[src/rtl/mc_datapath_gen.sv]
// Parametrised multicycle ARM-subset datapath with a MemReady stall input.
// Define MC_DP_MUL_EN to build the iterative shift-add multiplier and the MulHi register.
module mc_datapath_gen #(
    parameter int WIDTH = 32,
    parameter int NREGS = 16,
    parameter int AW    = $clog2(NREGS)
) (
    input  logic             clk,
    input  logic             reset,
    output logic [WIDTH-1:0] Adr,
    output logic [WIDTH-1:0] WriteData,
    input  logic [WIDTH-1:0] ReadData,
    input  logic             MemReady,
    output logic [31:0]      Instr,
    output logic [3:0]       ALUFlags,
    input  logic             PCWrite,
    input  logic             RegWrite,
    input  logic             IRWrite,
    input  logic             AdrSrc,
    input  logic [1:0]       RegSrc,
    input  logic             ALUSrcA,
    input  logic [1:0]       ALUSrcB,
    input  logic [1:0]       ResultSrc,
    input  logic [1:0]       ImmSrc,
    input  logic [3:0]       ALUControl,
    input  logic             MulStart,
    output logic             MulBusy,
    output logic             MulDone
);
    localparam logic [AW-1:0] PC_IDX = AW'(NREGS - 1);

    logic [WIDTH-1:0] pc_q, data_q, a_q, wd_q, alu_out_q, alu_out_d;
    logic [31:0]      instr_q;
    logic [WIDTH-1:0] rf_q [NREGS];
    logic [WIDTH-1:0] rd1, rd2, src_a, src_b, src_b_eff, ext_imm, alu_result, result, mul_hi;
    logic [WIDTH:0]   sum_full;
    logic [AW-1:0]    ra1, ra2, wa;
    logic             sub_op, logic_op;

    assign ra1 = RegSrc[0] ? PC_IDX : AW'(instr_q[19:16]);
    assign ra2 = RegSrc[1] ? AW'(instr_q[15:12]) : AW'(instr_q[3:0]);
    assign wa  = AW'(instr_q[15:12]);
    // The PC alias reads Result so that decode sees PC+8 without a real register.
    assign rd1 = (ra1 == PC_IDX) ? result : rf_q[ra1];
    assign rd2 = (ra2 == PC_IDX) ? result : rf_q[ra2];

    always_comb begin
        ext_imm = '0;
        case (ImmSrc)
            2'b00:   ext_imm = {{(WIDTH-8){1'b0}}, instr_q[7:0]};
            2'b01:   ext_imm = {{(WIDTH-12){1'b0}}, instr_q[11:0]};
            2'b10:   ext_imm = {{(WIDTH-26){instr_q[23]}}, instr_q[23:0], 2'b00};
            default: ext_imm = '0;
        endcase
    end

    always_comb begin
        src_b = '0;
        case (ALUSrcB)
            2'b00:   src_b = wd_q;
            2'b01:   src_b = ext_imm;
            2'b10:   src_b = WIDTH'(4);
            default: src_b = '0;
        endcase
    end
    assign src_a = ALUSrcA ? pc_q : a_q;

    // Subtraction is A + ~B + 1 so the adder carry-out is directly NOT borrow.
    assign sub_op    = (ALUControl == 4'b0001);
    assign logic_op  = (ALUControl >= 4'b0010) && (ALUControl <= 4'b0101);
    assign src_b_eff = sub_op ? ~src_b : src_b;
    assign sum_full  = {1'b0, src_a} + {1'b0, src_b_eff} + {{WIDTH{1'b0}}, sub_op};

    always_comb begin
        alu_result = sum_full[WIDTH-1:0];
        case (ALUControl)
            4'b0010: alu_result = src_a & src_b;
            4'b0011: alu_result = src_a | src_b;
            4'b0100: alu_result = src_a ^ src_b;
            4'b0101: alu_result = src_b;
            default: alu_result = sum_full[WIDTH-1:0];
        endcase
    end

    assign ALUFlags[3] = alu_result[WIDTH-1];
    assign ALUFlags[2] = (alu_result == '0);
    assign ALUFlags[1] = logic_op ? 1'b0 : sum_full[WIDTH];
    assign ALUFlags[0] = logic_op ? 1'b0 :
                         (src_a[WIDTH-1] == src_b_eff[WIDTH-1]) && (sum_full[WIDTH-1] != src_a[WIDTH-1]);

    always_comb begin
        result = alu_out_q;
        case (ResultSrc)
            2'b00:   result = alu_out_q;
            2'b01:   result = data_q;
            2'b10:   result = alu_result;
            default: result = mul_hi;
        endcase
    end

    assign Adr       = AdrSrc ? result : pc_q;
    assign WriteData = wd_q;
    assign Instr     = instr_q;

`ifdef MC_DP_MUL_EN
    localparam int CW = $clog2(WIDTH + 1);

    logic [2*WIDTH-1:0] mul_mcand_q, mul_acc_q, mul_sum;
    logic [WIDTH-1:0]   mul_mplier_q, mul_hi_q;
    logic [CW-1:0]      mul_cnt_q;
    logic               mul_busy_q, mul_done_q, mul_last;

    assign mul_sum  = mul_acc_q + (mul_mplier_q[0] ? mul_mcand_q : '0);
    assign mul_last = mul_busy_q && MemReady && (mul_cnt_q == CW'(1));
    assign mul_hi   = mul_hi_q;
    assign MulBusy  = mul_busy_q;
    assign MulDone  = mul_done_q;
    assign alu_out_d = mul_last   ? mul_sum[WIDTH-1:0] :
                       mul_busy_q ? alu_out_q : alu_result;

    // A start is accepted only when neither iterating nor presenting the done pulse.
    always_ff @(posedge clk or posedge reset) begin
        if (reset) begin
            mul_mcand_q  <= '0;
            mul_acc_q    <= '0;
            mul_mplier_q <= '0;
            mul_hi_q     <= '0;
            mul_cnt_q    <= '0;
            mul_busy_q   <= 1'b0;
            mul_done_q   <= 1'b0;
        end else begin
            mul_done_q <= mul_last;
            if (MemReady) begin
                if (mul_busy_q) begin
                    mul_acc_q    <= mul_sum;
                    mul_mcand_q  <= mul_mcand_q << 1;
                    mul_mplier_q <= mul_mplier_q >> 1;
                    mul_cnt_q    <= mul_cnt_q - CW'(1);
                    if (mul_last) begin
                        mul_busy_q <= 1'b0;
                        mul_hi_q   <= mul_sum[2*WIDTH-1:WIDTH];
                    end
                end else if (MulStart && !mul_done_q) begin
                    mul_mcand_q  <= {{WIDTH{1'b0}}, src_a};
                    mul_mplier_q <= src_b;
                    mul_acc_q    <= '0;
                    mul_cnt_q    <= CW'(WIDTH);
                    mul_busy_q   <= 1'b1;
                end
            end
        end
    end
`else
    logic unused_mul_start;

    assign unused_mul_start = MulStart;
    assign mul_hi    = '0;
    assign MulBusy   = 1'b0;
    assign MulDone   = 1'b0;
    assign alu_out_d = alu_result;
`endif

    always_ff @(posedge clk) begin
        if (RegWrite && MemReady && (wa != PC_IDX)) rf_q[wa] <= result;
    end

    always_ff @(posedge clk or posedge reset) begin
        if (reset) begin
            pc_q      <= '0;
            instr_q   <= '0;
            data_q    <= '0;
            a_q       <= '0;
            wd_q      <= '0;
            alu_out_q <= '0;
        end else if (MemReady) begin
            data_q    <= ReadData;
            a_q       <= rd1;
            wd_q      <= rd2;
            alu_out_q <= alu_out_d;
            if (PCWrite) pc_q <= result;
            if (IRWrite) instr_q <= ReadData[31:0];
        end
    end
endmodule

[config.mk]
export PLATFORM = sky130hd
export DESIGN_NAME = mc_datapath_gen
export DESIGN_NICKNAME = d
export VERILOG_FILES = /design/src/rtl/mc_datapath_gen.sv
export SDC_FILE = /design/constraint.sdc
export NUM_CORES = 2
export LEC_CHECK = 0
export BUFFER_PORTS_ARGS = -buffer_cell sky130_fd_sc_hd__buf_2
export CAP_MARGIN = 15
export CORE_MARGIN = 5
export CORE_UTILIZATION = 55
export CTS_CLUSTER_SIZE = 12
export DETAILED_ROUTE_END_ITERATION = 12
export GPL_TIMING_DRIVEN = 0
export PLACE_DENSITY_LB_ADDON = 0.2
export SYNTH_ARGS = -nofsm -noshare
export SYNTH_HDL_FRONTEND = slang
export SYNTH_SLANG_ARGS = --single-unit
[constraint.sdc]
create_clock -name clk -period 7.85 [get_ports clk]
set_input_delay 1.1775 -clock clk [delete_from_list [all_inputs] [get_ports clk]]
set_output_delay 1.1775 -clock clk [all_outputs]
set_load 0.02 [all_outputs]
==> results.yml <==
global_routing:
  grtUsageTotal_pct: 37.7
  grt_pass1_vias: 28419
  grt_pass1_wl_um: 196000
  grt_max_degree: 118
  grt_antenna_before_repair: 9
  grt-ovfl-total: 0
timing:
  rsz0062_at_grt: "no"
  fin_crit_ns: 7.78
  drv_slew: 0
  tightest_slew_ns: 1.26
  finalHoldViolations: 0
  max_freq_mhz: 129
  period_share_pct: 99.1
  relSlewSlack_pct: 16.3
  finalClockSkew_ns: 0.0256
  finalSetupViolCount: 0
detailed_routing:
  drtAntennaViolNets: 0
  drc: 0
  first_pass_iters: 8
  vias_per_cell: 7.15
  drt_iter0_drc: 4815
  wire_per_inst_um: 33.8
  vias: 29207
  routed_wirelength_um: 138000
synthesis:
  synth.ff_latch_count: 696
  seq_area_frac_synth_pct: 54.5
  synth.area.top_cells: "edfxtp_1 (41%), dfrtp_1 (13%), mux4_2 (11%)"
  syn_area_um2: 36600
  syn_area_per_cell_um2: 12.7
  synthArstFlopShare_pct: 27.6
  synthFlopType: "edfxtp_1"
  synth_edf_count: 504
  synth_top_area_cell: "edfxtp_1"
  synth_cell_type_count: 98
  synth_cells: 2888
  yosysWarnings: 0
  yosysTopAreaCellShare_pct: 41.3
power:
  leakagePower_nw: 15.1
  p_int_mw: 7.53
  power_frac_clock_pct: 27.3
  powerDensity_nw_per_um2: 283
  p_sw_share_pct: 35.8
  power_frac_seq_pct: 40.5
  p_total_mw: 11.7
  power_frac_comb_pct: 32.2
  max-vdd-ir-drop_v: 0.000194
  netSwitchingPower_mw: 4.20
floorplan:
  row_count: 94
  die_h_um: 268
  io_pins: 155
  die_area_um2: 71800
  start_util_pct: 55.6
  die_w_um: 268
  core_area_um2: 65900
clock_network:
  worstSkewPairLatency_ns: 0.64
  clk_pin_slew_ns: 0.06
  ctsHoldBuffers: 0
  tritoncts: "done"
  cts_setup_buffers: 0
  root_buffer: "clkbuf_16"
  cts-buffers-inserted: 71
  clk_path_buf_depth: 3
  htree_levels: 3
  clock-sinks: 696
setup_path:
  path_cells: "buf_2, buf_1, o21ai_0, ha_1, a21o_1, a221o_1, a211oi_1, nor2_1, xor2_1, a221oi_1, a21oi_1, a22o_1, mux2_2, buf_2"
  rr_startpoint: "Instr[18]"
  critical_path.slowest_cell: "o21ai_0"
  cpPeakStageDelay_ns: 1.02
  setup.worst_path.start_class: "input port"
  crit_top_cell: "buf_2"
  crit_arrival_ns: 6.60
  worstRegToRegCells: 16
  cp_top_family: "compound AO/OA/AOI/OAI gates"
  critPathRequiredTime_ns: 6.67
  rr_endpoint: "a_q[24]"
  reg2reg_slack_ns: 1.95
  critPathBufInv: 3
  cp-end-kind: "output port"
  worstSetupPathType: "in -> out"
  crit_fanout: 19
placed_design:
  io_buffers: 144
  gp_congestion: 0.978
  dpl.hpwl_um: 101000
  dp_cells: 3960
layout:
  finalNonFillerCells: 4083
  drive_above_1_share_pct: 20.9
  final_nets: 3320
  area_growth_pct: 13.3
hold_path:
  hold_start: "pc_q[14]"
  whs_endpoint: "pc_q[14]"
  holdPathStages: 2
  holdCritPathClass: "reg -> reg"
run_status:
  run_status: "completed"
job:
  maxCapViolCount: 0
power by group through the flow:
stage | sequential [mW] | combinational [mW] | clock, mW
2_1_floorplan | 4.76 | 2.22 | 0
3_3_place_gp | 4.79 | 3.48 | 0
3_5_place_dp | 4.80 | 3.60 | 0
4_1_cts | 4.73 | 3.63 | 3.19
5_1_grt | 4.77 | 3.96 | 3.36
6_report | 4.75 | 3.78 | 3.20
metrics by stage:
stage | TNS [ns] | hold WS [ns] | setup slack, ns | util, % | area, um^2
floorplan | 0 | 0.452 | 0.829 | - | 36700
global placement | -155.20 | 0.466 | -1.42 | 58.5 | 38500
detailed placement | -5.38 | 0.485 | -1.06 | 59.5 | 39200
CTS | 0 | 0.498 | 0.0163 | 62.8 | 41400
global route | 0 | 0.510 | 0.0365 | 62.9 | 41500
finish | 0 | 0.506 | 0.0732 | 63.0 | 41500
flip-flops by register name, indices dropped and copies added, names as in the netlist:
| name | flops |
|---|---|
| data_q | 32 |
| pc_q | 32 |
| rf_q | 504 |
| Instr | 32 |
| alu_out_q | 32 |
| a_q | 32 |
| WriteData | 32 |
layout by cell type, fill, tap and decap left out, types with 10 or more instances in the layout:
| cell type | netlist | routed |
|---|---|---|
| buf_1 | 34 | 32 |
| o211ai_1 | 18 | 18 |
| nor2_1 | 150 | 139 |
| clkbuf_1 | 177 | 193 |
| buf_6 | 0 | 23 |
| o221ai_1 | 16 | 16 |
| mux2i_1 | 32 | 32 |
| a211oi_1 | 72 | 71 |
| a21oi_1 | 218 | 216 |
| nor3_1 | 18 | 14 |
| mux4_2 | 181 | 181 |
| ha_1 | 95 | 95 |
| a31oi_1 | 18 | 18 |
| nand2_1 | 212 | 212 |
| nand3_1 | 79 | 79 |
| xnor2_1 | 41 | 41 |
| a22oi_1 | 60 | 60 |
| edfxtp_1 | 504 | 504 |
| buf_2 | 10 | 155 |
| dfrtp_1 | 192 | 192 |
| nand2b_1 | 18 | 18 |
| o21ai_0 | 133 | 131 |
| a21o_1 | 13 | 13 |
| nor2b_1 | 11 | 11 |
| inv_1 | 116 | 115 |
| xor2_1 | 10 | 10 |
| clkbuf_16 | 0 | 76 |
| conb_1 | 1 | 26 |
| mux2_2 | 130 | 130 |
| o21a_1 | 21 | 21 |
| nand4_1 | 16 | 16 |
| nor2_4 | 0 | 11 |
| a221oi_1 | 36 | 34 |
| o22ai_1 | 99 | 99 |
cell usage after synthesis, types with 32 or more instances:
library cell    n
xnor2_1        41
dfrtp_1       192
o22ai_1        99
ha_1           95
mux2_2        130
a21oi_1       218
a221oi_1       36
buf_1          34
clkbuf_1      177
inv_1         116
a211oi_1       72
mux2i_1        32
edfxtp_1      504
nand3_1        79
nand2_1       212
a22oi_1        60
mux4_2        181
nor2_1        150
o21ai_0       133
area by class of cell:
| class | instances | area [um^2] |
|---|---|---|
| multi-input cells | 1873 | 15600 |
| clock buffers | 105 | 2060 |
| fillers | 5060 | 24400 |
| clock inverters | 10 | 60.1 |
| inverters | 119 | 454 |
| well taps | 864 | 1080 |
| repair buffers | 188 | 1370 |
| diodes | 6 | 15.0 |
| plain buffers | 222 | 872 |
| flip-flops and latches | 696 | 19900 |
metal layers:
| metal | GRT usage, % | wire (um) | vias to the layer above |
|---|---|---|---|
| met4 | 20.0 | 9010 | 10 |
| met1 | 47.7 | 48700 | 14419 |
| met5 | 0.593 | 144 | - |
| met2 | 59.0 | 62900 | 2429 |
| met3 | 11.8 | 17400 | 582 |
| li1 | - | - | 11767 |
worst max-delay path by stage:
stage	slack, ns	depth (start not counted)	to	from
after floorplan	0.83	15	Adr[8]	ALUControl[0]
after global placement	-1.42	17	Adr[8]	ALUControl[0]
after detailed placement	-1.06	18	ALUFlags[2]	ALUControl[0]
after CTS	0.02	19	Adr[21]	ALUSrcB[0]
after global routing	0.04	16	ALUFlags[2]	ALUControl[3]
final	0.07	14	Adr[16]	ALUSrcA
logic make-up (layout without fill, tap and decap cells):
| group | count (synthesis) | in the layout | share of synthesized area [%] |
|---|---|---|---|
| fa+ha+maj | 96 | 96 | 3.30 |
| xor+xnor | 51 | 51 | 1.22 |
| flops | 696 | 696 | 54.5 |
| mux | 346 | 346 | 16.1 |
| compound gates | 781 | 781 | 14.0 |
| other cells | 1 | 32 | 0.0102 |
| simple gates | 573 | 573 | 7.29 |
| buf+inv | 344 | 644 | 3.60 |
worst register-to-register path, stage by stage (launching register included):
cell       delay, ns
dfrtp_1         0.39
clkbuf_1        0.86
nand3_1         0.16
a21oi_1         0.53
xnor2_1         0.19
ha_1            0.32
clkbuf_1        0.31
and4_1          0.29
nand2_1         0.06
o2bb2ai_1       0.32
a211oi_4        0.10
o21bai_1        0.27
xor2_1          0.22
a21oi_1         0.15
a211o_1         0.52
a221oi_1        0.84
mux2_2          0.30
repair_timing:
item	in CTS	in global routing
setup endpoints to repair	18	12
hold endpoints to repair	0	0
cloned	0	0
resized for setup	13	6
No activity file was read; power rests on OpenSTA's default activity.
